### config.mk
export PLATFORM = sky130hd
export DESIGN_NAME = inst_fetch_req
export DESIGN_NICKNAME = d
export VERILOG_FILES = /design/src/rtl/fetch_pkg.sv /design/src/rtl/fetch_fifo.sv /design/src/rtl/inst_fetch_req.sv
export SDC_FILE = /design/constraint.sdc
export NUM_CORES = 1
export LEC_CHECK = 0
export BUFFER_PORTS_ARGS = -buffer_cell sky130_fd_sc_hd__buf_2
export CAP_MARGIN = 10
export CORE_UTILIZATION = 45
export DETAILED_ROUTE_END_ITERATION = 10
export GPL_TIMING_DRIVEN = 1
export PLACE_DENSITY_LB_ADDON = 0.3
export SLEW_MARGIN = 15
export SYNTH_ARGS = -nofsm -noshare
export SYNTH_HDL_FRONTEND = slang
export SYNTH_SLANG_ARGS = --single-unit
export TNS_END_PERCENT = 30
### constraint.sdc
create_clock -name clk -period 4.6 [get_ports clk]
set_clock_uncertainty 0.15 [all_clocks]
set_input_delay 0.92 -clock clk [delete_from_list [all_inputs] [get_ports clk]]
set_output_delay 0.92 -clock clk [all_outputs]
set_load 0.05 [all_outputs]
### src/rtl/fetch_pkg.sv
// Shared types for the instruction-fetch slice.
// Holds the fetch FSM states, the PC increment and the {pc, inst} prefetch entry.
package fetch_pkg;

  typedef enum logic [1:0] {
    IDLE = 2'd0,
    WAIT = 2'd1,
    DROP = 2'd2
  } fetch_state_e;

  localparam logic [31:0] PC_STEP = 32'd4;

  typedef struct packed {
    logic [31:0] pc;
    logic [31:0] inst;
  } fetch_entry_t;

  // Fetch addresses are always word aligned; the low two bits of a target are dropped.
  function automatic logic [31:0] alignPc(input logic [31:0] pc);
    return pc & ~32'h0000_0003;
  endfunction

endpackage

### src/rtl/fetch_fifo.sv
// Synchronous prefetch FIFO of {pc, inst} entries with a flush input.
// The head entry is readable combinationally; clear wins over push and pop.
module fetch_fifo
  import fetch_pkg::*;
#(
  parameter int DEPTH = 4
) (
  input  logic                     clk,
  input  logic                     reset,
  input  logic                     clear_i,
  input  logic                     push_i,
  input  fetch_entry_t             pushData_i,
  input  logic                     pop_i,
  output fetch_entry_t             headData_o,
  output logic [$clog2(DEPTH):0]   count_o
);

  localparam int AW = $clog2(DEPTH);

  fetch_entry_t   mem_q [DEPTH];
  logic [AW-1:0]  wrPtr_q, wrPtr_d;
  logic [AW-1:0]  rdPtr_q, rdPtr_d;
  logic [AW:0]    count_q, count_d;
  logic           doPush, doPop, writeEn;

  always_comb begin
    doPush  = push_i && (count_q != (AW+1)'(DEPTH));
    doPop   = pop_i && (count_q != '0);
    writeEn = doPush && !clear_i;
    wrPtr_d = wrPtr_q;
    rdPtr_d = rdPtr_q;
    count_d = count_q;
    if (clear_i) begin
      wrPtr_d = '0;
      rdPtr_d = '0;
      count_d = '0;
    end else begin
      if (doPush) wrPtr_d = wrPtr_q + AW'(1);
      if (doPop)  rdPtr_d = rdPtr_q + AW'(1);
      case ({doPush, doPop})
        2'b10:   count_d = count_q + (AW+1)'(1);
        2'b01:   count_d = count_q - (AW+1)'(1);
        default: count_d = count_q;
      endcase
    end
  end

  always_ff @(posedge clk) begin
    if (reset) begin
      wrPtr_q <= '0;
      rdPtr_q <= '0;
      count_q <= '0;
    end else begin
      wrPtr_q <= wrPtr_d;
      rdPtr_q <= rdPtr_d;
      count_q <= count_d;
    end
  end

  // Storage needs no reset: only entries covered by count_q are ever observed.
  always_ff @(posedge clk) begin
    if (writeEn) mem_q[wrPtr_q] <= pushData_i;
  end

  assign headData_o = mem_q[rdPtr_q];
  assign count_o    = count_q;

endmodule

### src/rtl/inst_fetch_req.sv
// Instruction-fetch initiator: issues sequential word fetches, tags responses with their PC,
// buffers them in a prefetch FIFO for decode and handles redirects by flushing and dropping.
module inst_fetch_req
  import fetch_pkg::*;
#(
  parameter logic [31:0] RESET_PC   = 32'h0000_0000,
  parameter int          FIFO_DEPTH = 4
) (
  input  logic        clk,
  input  logic        reset,
  output logic        request_o,
  output logic [31:0] instAddr_o,
  input  logic [31:0] inst_i,
  input  logic        dataOk_i,
  input  logic        redirect_i,
  input  logic [31:0] redirectPc_i,
  output logic        instValid_o,
  input  logic        instReady_i,
  output logic [31:0] inst_o,
  output logic [31:0] pc_o
);

  localparam int CW = $clog2(FIFO_DEPTH) + 1;

  fetch_state_e  state_q, state_d;
  logic [31:0]   pc_q, pc_d;
  logic [31:0]   reqPc_q, reqPc_d;
  logic [CW-1:0] fifoCount;
  logic [CW:0]   occupancy;
  logic          hasCredit;
  logic          issue, push, pop;
  fetch_entry_t  pushEntry, headEntry;

  // The outstanding request reserves a FIFO slot, so a push can never find the FIFO full.
  assign occupancy = {1'b0, fifoCount} + {{CW{1'b0}}, (state_q != IDLE)};
  assign hasCredit = occupancy < (CW+1)'(FIFO_DEPTH);

  always_comb begin
    state_d = state_q;
    pc_d    = pc_q;
    reqPc_d = reqPc_q;
    issue   = 1'b0;
    push    = 1'b0;
    if (redirect_i) begin
      pc_d = alignPc(redirectPc_i);
      case (state_q)
        WAIT:    state_d = dataOk_i ? IDLE : DROP;
        DROP:    state_d = dataOk_i ? IDLE : DROP;
        default: state_d = IDLE;
      endcase
    end else begin
      case (state_q)
        IDLE: begin
          if (hasCredit) begin
            issue   = 1'b1;
            state_d = WAIT;
          end
        end
        WAIT: begin
          if (dataOk_i) begin
            push = 1'b1;
            if (hasCredit) issue = 1'b1;
            else           state_d = IDLE;
          end
        end
        DROP: begin
          if (dataOk_i) state_d = IDLE;
        end
        default: state_d = IDLE;
      endcase
    end
    if (issue) begin
      pc_d    = pc_q + PC_STEP;
      reqPc_d = pc_q;
    end
  end

  always_ff @(posedge clk) begin
    if (reset) begin
      state_q <= IDLE;
      pc_q    <= RESET_PC;
      reqPc_q <= '0;
    end else begin
      state_q <= state_d;
      pc_q    <= pc_d;
      reqPc_q <= reqPc_d;
    end
  end

  assign pushEntry = '{pc: reqPc_q, inst: inst_i};

  fetch_fifo #(
    .DEPTH(FIFO_DEPTH)
  ) u_fifo (
    .clk       (clk),
    .reset     (reset),
    .clear_i   (redirect_i),
    .push_i    (push),
    .pushData_i(pushEntry),
    .pop_i     (pop),
    .headData_o(headEntry),
    .count_o   (fifoCount)
  );

  // Outputs read as zero whenever they carry nothing, which also covers the reset state.
  assign request_o   = issue && !reset;
  assign instAddr_o  = request_o ? pc_q : 32'h0;
  assign instValid_o = (fifoCount != '0) && !redirect_i;
  assign pop         = instValid_o && instReady_i;
  assign inst_o      = instValid_o ? headEntry.inst : 32'h0;
  assign pc_o        = instValid_o ? headEntry.pc : 32'h0;

endmodule

==> results of run 1 <==
## critical path, stage by stage
cell	delay, ps
buf_2	180
or2_2	450
nor3_2	420
buf_4	350
and2_1	220
buf_2	280
## worst max-delay path by stage
stage,cells after the start,slack (ps),endpoint
floorplan,4,380,instAddr_o[30]
global placement,6,750,instAddr_o[6]
detailed placement,6,720,instAddr_o[9]
CTS,6,710,instAddr_o[9]
global route,6,600,instAddr_o[6]
finish,6,690,instAddr_o[6]
## cells in the mapped netlist (2+ instances only)
cell type      instances  area, sq um
buf_6                  3         33.8
dlygate4sd1_1          3         26.3
or3_1                  7         43.8
o31a_1                 2         17.5
ha_1                   9          113
nand2_1               14         52.6
nor4_1                 6         37.5
clkbuf_1              30          113
or2_2                  3         18.8
or4_1                  2         15.0
and2_1                91          569
nand4_1                6         37.5
o21bai_1               4         30.0
mux4_2                62         1400
o21ai_0               12         60.1
o31a_2                 2         20.0
and3_2                 2         15.0
nor3_1                 7         35.0
and4_1                 4         35.0
dfxtp_1               71         1420
a21oi_1               11         55.1
buf_2                  8         40.0
and3_1                 6         37.5
o31ai_1                2         15.0
mux2i_1                2         20.0
a21o_1                29          218
edfxtp_1             248         7450
xor2_1                10         87.6
nand3_1               12         60.1
xnor2_1               13          114
inv_1                 13         48.8
a211oi_1              15          113
buf_4                  4         30.0
nor2_1                38          143
a311oi_1              10         87.6
nor4b_1                2         17.5
## power groups by stage
stage	Combinational, mW	Sequential [mW]	Clock (mW)
2_1_floorplan	0.167	3.23	0
3_3_place_gp	0.243	3.25	0
3_5_place_dp	0.248	3.25	0
4_1_cts	0.249	3.19	2.85
5_1_grt	0.270	3.20	2.96
6_report	0.247	3.19	2.79
## through the flow
stage	util	cells
6_report	0.546	1349
5_1_grt	0.546	1349
4_1_cts	0.546	1349
3_5_place_dp	0.504	1286
3_3_place_gp	0.504	1286
2_1_floorplan	-	783
## state kept, by name (all words and copies together), names as in the netlist, named ones only
signal	count
u_fifo.mem_q	248
reqPc_q	30
u_fifo.wrPtr_q	2
pc_q	30
state_q	2
u_fifo.rdPtr_q	2
u_fifo.count_o	3
## kinds of logic after synthesis
kind of cell	after synthesis	synth area share
flip-flops	319	0.693
AND/OR/NAND/NOR	211	0.0962
AO/OA/AOI/OAI	90	0.0503
multiplexers	64	0.111
buffers and inverters	62	0.0231
XOR/XNOR	23	0.0157
adder cells (fa/ha/maj)	10	0.0104
other	1	0.000293
## layer usage
metal / up-vias / track usage
met4: 2 / 0.0521
met2: 187 / 0.301
met3: 43 / 0.0375
met1: 3538 / 0.244
met5: - / 0
li1: 3332 / -
## placed cells by master (no fill, tap or decap), types with 3 or more instances in the layout
| master | n |
|---|---|
| nand3_1 | 12 |
| a311oi_1 | 10 |
| xor2_1 | 10 |
| nand4_1 | 6 |
| buf_12 | 5 |
| a21o_1 | 29 |
| mux4_2 | 62 |
| clkinv_1 | 5 |
| and4_1 | 4 |
| conb_1 | 4 |
| clkbuf_1 | 6 |
| or3_1 | 7 |
| nor3_1 | 6 |
| and3_4 | 4 |
| edfxtp_1 | 248 |
| nor2_1 | 36 |
| ha_1 | 9 |
| or2_2 | 3 |
| buf_2 | 160 |
| nor4_1 | 6 |
| dfxtp_1 | 69 |
| xnor2_1 | 13 |
| and2_1 | 91 |
| nand2_1 | 14 |
| o21ai_0 | 12 |
| clkinv_2 | 6 |
| a21oi_1 | 11 |
| clkbuf_16 | 36 |
| bufinv_16 | 4 |
| buf_4 | 8 |
| inv_1 | 13 |
| o21bai_1 | 4 |
| a211oi_1 | 15 |
## area by class of cell
class                           count  share of cell area
Sequential cell                   319               0.584
Multi-Input combinational cell    402               0.242
Timing Repair Buffer              173              0.0632
Clock buffer                       44              0.0626
Tap cell                          378              0.0311
Clock inverter                     19              0.0138
Inverter                           14             0.00346
==> results.yml, run 1 <==
grt:
  grt_pass1_vias: 7124
  grt_pass1_wl_mm: 40.0
  track_usage: 0.183
  antenna_found_initial: 1
  grt_max_degree: 63
  gr-total-overflow: 0
clock_tree:
  cts_buffers: 35
  cts_setup_buffers: 0
  cts.sinks: 319
  cts_hold_buf: 0
  cts.repair.resized: 0
  cts_max_level: 2
  cts_tree: "yes"
  path_clk_slew_ps: 60
  cts_root_buffer: "clkbuf_16"
  clkLatencyLatePin_ps: 510
  cts_max_path_buffers: 3
routing:
  wl_mm: 26.1
  detail_route.wl_per_cell_um: 19.4
  drc: 0
  wl_met2_mm: 12.6
  dr.first_iter.drc_count: 507
  post_drt_via_cell_ratio: 5.26
  ant_nets: 0
  wl_met3_mm: 1.39
  wl_met1_mm: 11.6
  vias: 7102
  drt-pass1-iter-count: 5
  topRoutingLayerUsed: "met5"
setup_path:
  worstRegToRegCells: 10
  critPathRequiredTime_ps: 3530
  rrSetupSlack_ps: 1690
  path_max_fanout: 21
  cp-startpoint: "redirect_i"
  end_kind: "primary output"
  critPathArrivalTime_ps: 2840
  critPathKind: "in2out"
  r2r-end: "u_fifo.count_o[2]$_SDFFE_PP0P_"
  cp-start-kind: "input pin"
  timing.rr.start: "u_fifo.count_o[2]$_SDFFE_PP0P_"
placed_design:
  portBuffers: 160
  routabilityCongestion: 0.773
  dp_hpwl_mm: 15.9
  place_ws_ps: 718
  place_area_sq_um: 14000
timing:
  maxSlewHeadroom: 0.301
  timing.setup.tns_ps: 0
  worst_slack_ps: 694
  fin_crit_ps: 3910
  hold-worst-slack_ps: 339
  hold_viol: 0
  fmax_mhz: 256
  setup_viol: 0
  period_share: 0.849
  slew_viol_final: 0
  rsz0062_at_grt: "no"
  tightest_slew_ps: 1050
synth:
  yosys_warnings: 0
  synth_area_sq_um: 12800
  yosysSeqAreaShare: 0.693
  synth_cell_types: 53
  synth_edf_count: 248
  avgSynthCellArea_sq_um: 16.4
  dominantRegCellSynth: "edfxtp_1"
  async_flop_share: 0
  ys_ff_latch: 319
  synth_cells: 780
cells_and_area:
  register_area_sq_um: 8880
  drive_above_1_share: 0.321
  fin_area_sq_um: 15200
  num-fill-cells: 2247
  nets: 1024
  area_delta_synth_final_pct: 18.8
  antenna_cells: 0
  multi_input_area_sq_um: 3670
min_path:
  min-delay-start: "state_q[1]$_SDFFE_PP0P_"
  min_to: "state_q[1]$_SDFFE_PP0P_"
  whs_path_depth: 2
  hp-class: "reg2reg"
die:
  initial_utilization: 0.459
  die_width_um: 171
  num_io_pins: 167
  rows: 61
  die_h_um: 171
  dieArea_sq_um: 29100
  core_sq_um: 27900
power:
  ir_drop_mv: 0.213
  power_density_nw_per_um2: 410
  p_clk_frac: 0.448
  leakage_nw: 5.59
  intPower_mw: 4.93
  p_sw_mw: 1.29
  pwr-share-comb: 0.040
  finalPower_mw: 6.22
  seq_power_share: 0.512
  switching_share: 0.208
outcome:
  status: "finished clean"
job:
  cap_violations: 0
Power figures use the tool's default switching activity.
==> run 2: changes to the inputs <==
clock period = 3.2 ns   (was 4.6 ns; I/O delays follow)
==> results.yml, run 2 (synthesis gave the netlist of run 1 again) <==
timing:
  rsz0062_at_grt: "yes"
  hold_viol: 0
  maxSlewHeadroom: 0.625
  worst_slack_ps: 145
  slew_viol_final: 0
  fmax_mhz: 327
  fin_crit_ps: 3060
  setup_viol: 0
  tightest_slew_ps: 563
  period_share: 0.955
  hold-worst-slack_ps: 203
cells_and_area:
  antenna_cells: 0
  final_cell_mix: "edfxtp_1, buf_2, and2_1"
  reg_top3: "u_fifo.mem_q x248, pc_q x30, reqPc_q x30"
  drive_above_1_share: 0.335
  area_delta_synth_final_pct: 20.9
  largest_register_ff_count: 248
  final_common_cell: "edfxtp_1"
  top_register: "u_fifo.mem_q"
  nets: 1040
power:
  ir_drop_mv: 0.320
  leakage_nw: 5.69
  power_density_nw_per_um2: 578
clock_tree:
  cts_max_level: 2
  cts_tree: "yes"
  path_clk_slew_ps: 60
  cts_hold_buf: 0
  clkLatencyLatePin_ps: 500
  cts_buffers: 35
  cts_max_path_buffers: 3
  cts_root_buffer: "clkbuf_16"
  cts.sinks: 319
setup_path:
  slowest_stage: "nor4_2"
  cpPeakStageDelay_ps: 450
  critPathArrivalTime_ps: 2270
  end_kind: "primary output"
  critPathKind: "reg2out"
  cp-start-kind: "flip-flop"
  path_max_fanout: 7
  critPathRequiredTime_ps: 2410
  cp_common_cell: "buf_4"
  path_cells: "inv_1, ha_2, a31oi_2, buf_4, nor4_2, buf_4"
  crit_family: "buffers and inverters"
  crit_buf_inv: 3
die:
  rows: 61
  initial_utilization: 0.459
  die_h_um: 171
  core_sq_um: 27900
  die_width_um: 171
  dieArea_sq_um: 29100
  num_io_pins: 167
routing:
  wl_mm: 26.9
  detail_route.wl_per_cell_um: 19.7
  dr.first_iter.drc_count: 376
  drc: 0
  post_drt_via_cell_ratio: 5.31
  drt-pass1-iter-count: 7
  ant_nets: 0
  vias: 7245
outcome:
  status: "finished clean"
min_path:
  hp-class: "in2reg"
grt:
  grt_pass1_vias: 7268
  grt_pass1_wl_mm: 41.4
  grt_max_degree: 63
  antenna_found_initial: 0
  gr-total-overflow: 0
  track_usage: 0.190
placed_design:
  dp_hpwl_mm: 17.2
  portBuffers: 160
  place_ws_ps: 318
  routabilityCongestion: 0.777
job:
  cap_violations: 0
run 2: changes by cell type in the layout (fill, tap and decap cells not counted), moves of 2 or more:
cell,delta
buf_2,-14
clkinv_4,+2
nor4_2,+2
buf_12,+9
buf_4,+13
clkbuf_4,+8
nor4_1,-2
run 2: repair_timing:
item / CTS / global route
gates resized for setup: 1 / 9
setup endpoints to repair: 1 / 26
buffers inserted: 0 / 0
run 2: final timing paths:
kind | startpoint | to | slack, ps | cells past startpoint
setup / recovery | state_q[1]$_SDFFE_PP0P_ | instAddr_o[23] | 140 | 6
hold / removal | inst_i[28] | u_fifo.mem_q[3][28]$_DFFE_PP_ | 200 | 1
hold reg to reg | state_q[1]$_SDFFE_PP0P_ | state_q[1]$_SDFFE_PP0P_ | 340 | 2
setup reg to reg | state_q[1]$_SDFFE_PP0P_ | u_fifo.count_o[2]$_SDFFE_PP0P_ | 790 | 12
run 2: final cells by class:
cell class / count / area (sq um)
inverters: 14 / 52.6
repair buffers: 189 / 1230
fillers: 2235 / 12400
well taps: 378 / 473
flip-flops and latches: 319 / 8880
clock buffers: 45 / 966
multi-input cells: 402 / 3690
clock inverters: 18 / 180
run 2: per-layer routing:
metal  part of all wire  up-vias  GRT usage
li1                   -     3366          -
met1               0.44     3624      0.262
met2               0.48      210      0.308
met3              0.054       45     0.0340
met4              0.019        0     0.0541
met5                  0        -          0
run 2: report_power, final:
part / internal, mW / switching [mW] / leakage, nW
Sequential: 4.52 / 0.0615 / 2.85
Combinational: 0.141 / 0.237 / 2.28
Clock: 2.39 / 1.59 / 0.557
run 2: worst reg2reg max path, stage by stage, from the launching register on:
cell	delay, ps
dfxtp_1	350
inv_1	70
ha_2	210
nand2_1	90
a31oi_1	60
and2_1	170
inv_1	50
ha_1	170
inv_1	60
fa_1	370
xor2_1	160
or3_1	300
a21oi_1	140
run 2: through the flow:
| step | power, mW | instance area (sq um) | std cells | setup TNS, ps | util |
|---|---|---|---|---|---|
| 2_1_floorplan | 4.89 | 12800 | 783 | -16040 | - |
| 3_3_place_gp | 5.04 | 14300 | 1302 | 0 | 0.513 |
| 3_5_place_dp | 5.05 | 14300 | 1302 | 0 | 0.513 |
| 4_1_cts | 9.03 | 15400 | 1365 | 0 | 0.554 |
| 5_1_grt | 9.24 | 15500 | 1365 | -0.701 | 0.555 |
| 6_report | 8.94 | 15500 | 1365 | 0 | 0.555 |
==> run 3: changes to the inputs <==
CORE_ASPECT_RATIO = 1.75   (was not set)
==> results.yml, run 3 (synthesis gave the netlist of run 1 again) <==
power:
  ir_drop_mv: 0.401
  finalPower_mw: 8.25
  power_density_nw_per_um2: 534
  leakage_nw: 5.63
setup_path:
  crit_family: "buffers and inverters"
  path_cells: "inv_1, ha_1, a31oi_2, nor3_4, buf_4, and2_1, buf_12"
  cpPeakStageDelay_ps: 360
  cp-startpoint: "state_q[0]$_SDFFE_PP0P_"
  cp-start-kind: "flip-flop"
  critPathRequiredTime_ps: 2410
  slowest_stage: "a31oi_2"
  crit_cells: 7
  crit_buf_inv: 3
  critPathKind: "reg2out"
  worstRegToRegCells: 12
  path_max_fanout: 5
  end_kind: "primary output"
  timing.rr.start: "state_q[1]$_SDFFE_PP0P_"
  rrSetupSlack_ps: 790
  critPathArrivalTime_ps: 2270
grt:
  gr-total-overflow: 0
  track_usage: 0.187
  antenna_found_initial: 1
  grt_pass1_vias: 7302
  grt_pass1_wl_mm: 40.7
  grt_max_degree: 58
placed_design:
  portBuffers: 160
  place_area_sq_um: 14500
  routabilityCongestion: 0.807
  placed_cells: 1299
  dp_hpwl_mm: 17.8
cells_and_area:
  final_common_cell: "edfxtp_1"
  final_cell_mix: "edfxtp_1, buf_2, and2_1"
  stdcell_count: 1353
  reg_top3: "u_fifo.mem_q x248, pc_q x30, reqPc_q x30"
  largest_register_ff_count: 248
  top_register: "u_fifo.mem_q"
  drive_above_1_share: 0.332
  area_delta_synth_final_pct: 20.8
  num-fill-cells: 2276
  fin_area_sq_um: 15500
  nets: 1036
timing:
  fmax_mhz: 327
  rsz0062_at_grt: "no"
  setup_viol: 0
  slew_viol_final: 0
  fin_crit_ps: 3060
  maxSlewHeadroom: 0.616
  hold-worst-slack_ps: 161
  hold_viol: 0
  period_share: 0.956
  tightest_slew_ps: 576
min_path:
  min-delay-start: "inst_i[15]"
  whs_path_depth: 1
  hp-class: "in2reg"
die:
  dieArea_sq_um: 29100
  core_sq_um: 28000
  die_width_um: 129
  num_io_pins: 167
  rows: 81
  initial_utilization: 0.457
  die_h_um: 225
clock_tree:
  cts_max_level: 1
  cts_hold_buf: 0
  cts_setup_buffers: 0
  cts.sinks: 319
  cts_tree: "yes"
  path_clk_slew_ps: 60
  cts_buffers: 29
  cts_max_path_buffers: 3
  clkLatencyLatePin_ps: 550
  cts_root_buffer: "clkbuf_16"
routing:
  detail_route.wl_per_cell_um: 19.8
  dr.first_iter.drc_count: 239
  vias: 7182
  drt-pass1-iter-count: 4
  wl_mm: 26.8
  drc: 0
  post_drt_via_cell_ratio: 5.31
  ant_nets: 0
job:
  cap_violations: 0
outcome:
  status: "finished clean"
## run 3: through the flow
step | worst slack (ps) | setup TNS [ps] | utilization
2_1_floorplan | -127 | -16040 | -
3_3_place_gp | 367 | 0 | 0.519
3_5_place_dp | 348 | 0 | 0.519
4_1_cts | 10.0 | 0 | 0.552
5_1_grt | 1.79 | 0 | 0.553
6_report | 142 | 0 | 0.553
## run 3: timing repair
action	CTS	global route
gates resized for setup	0	8
endpoints found under the setup margin	16	28
pin swaps	1	0
hold endpoints to repair	0	0
## run 3: worst paths after layout
check                                         to
setup / recovery                  instAddr_o[18]
hold / removal     u_fifo.mem_q[3][15]$_DFFE_PP_
setup reg to reg  u_fifo.count_o[2]$_SDFFE_PP0P_
hold reg to reg          state_q[1]$_SDFFE_PP0P_
## run 3: layer usage
metal	part of all wire	GRT usage	vias up
li1	-	-	3358
met1	0.39	0.219	3615
met2	0.55	0.346	169
met3	0.037	0.0221	40
met4	0.026	0.0701	0
met5	0	0	-
## run 3: power by group
part / total [mW] / switching, mW / internal [mW]
combinational: 0.393 / 0.236 / 0.157
clock: 3.27 / 1.43 / 1.84
sequential: 4.58 / 0.0652 / 4.52
## run 3: cell type report
type | instances | area (sq um) | share of cell area
clock buffers | 38 | 800 | 0.0517
inverters | 14 | 52.6 | 0.00340
flip-flops and latches | 319 | 8880 | 0.574
repair buffers | 191 | 1460 | 0.0942
multi-input cells | 402 | 3700 | 0.239
clock inverters | 15 | 105 | 0.00680
well taps | 373 | 467 | 0.0302
diodes | 1 | 2.50 | 0.000162
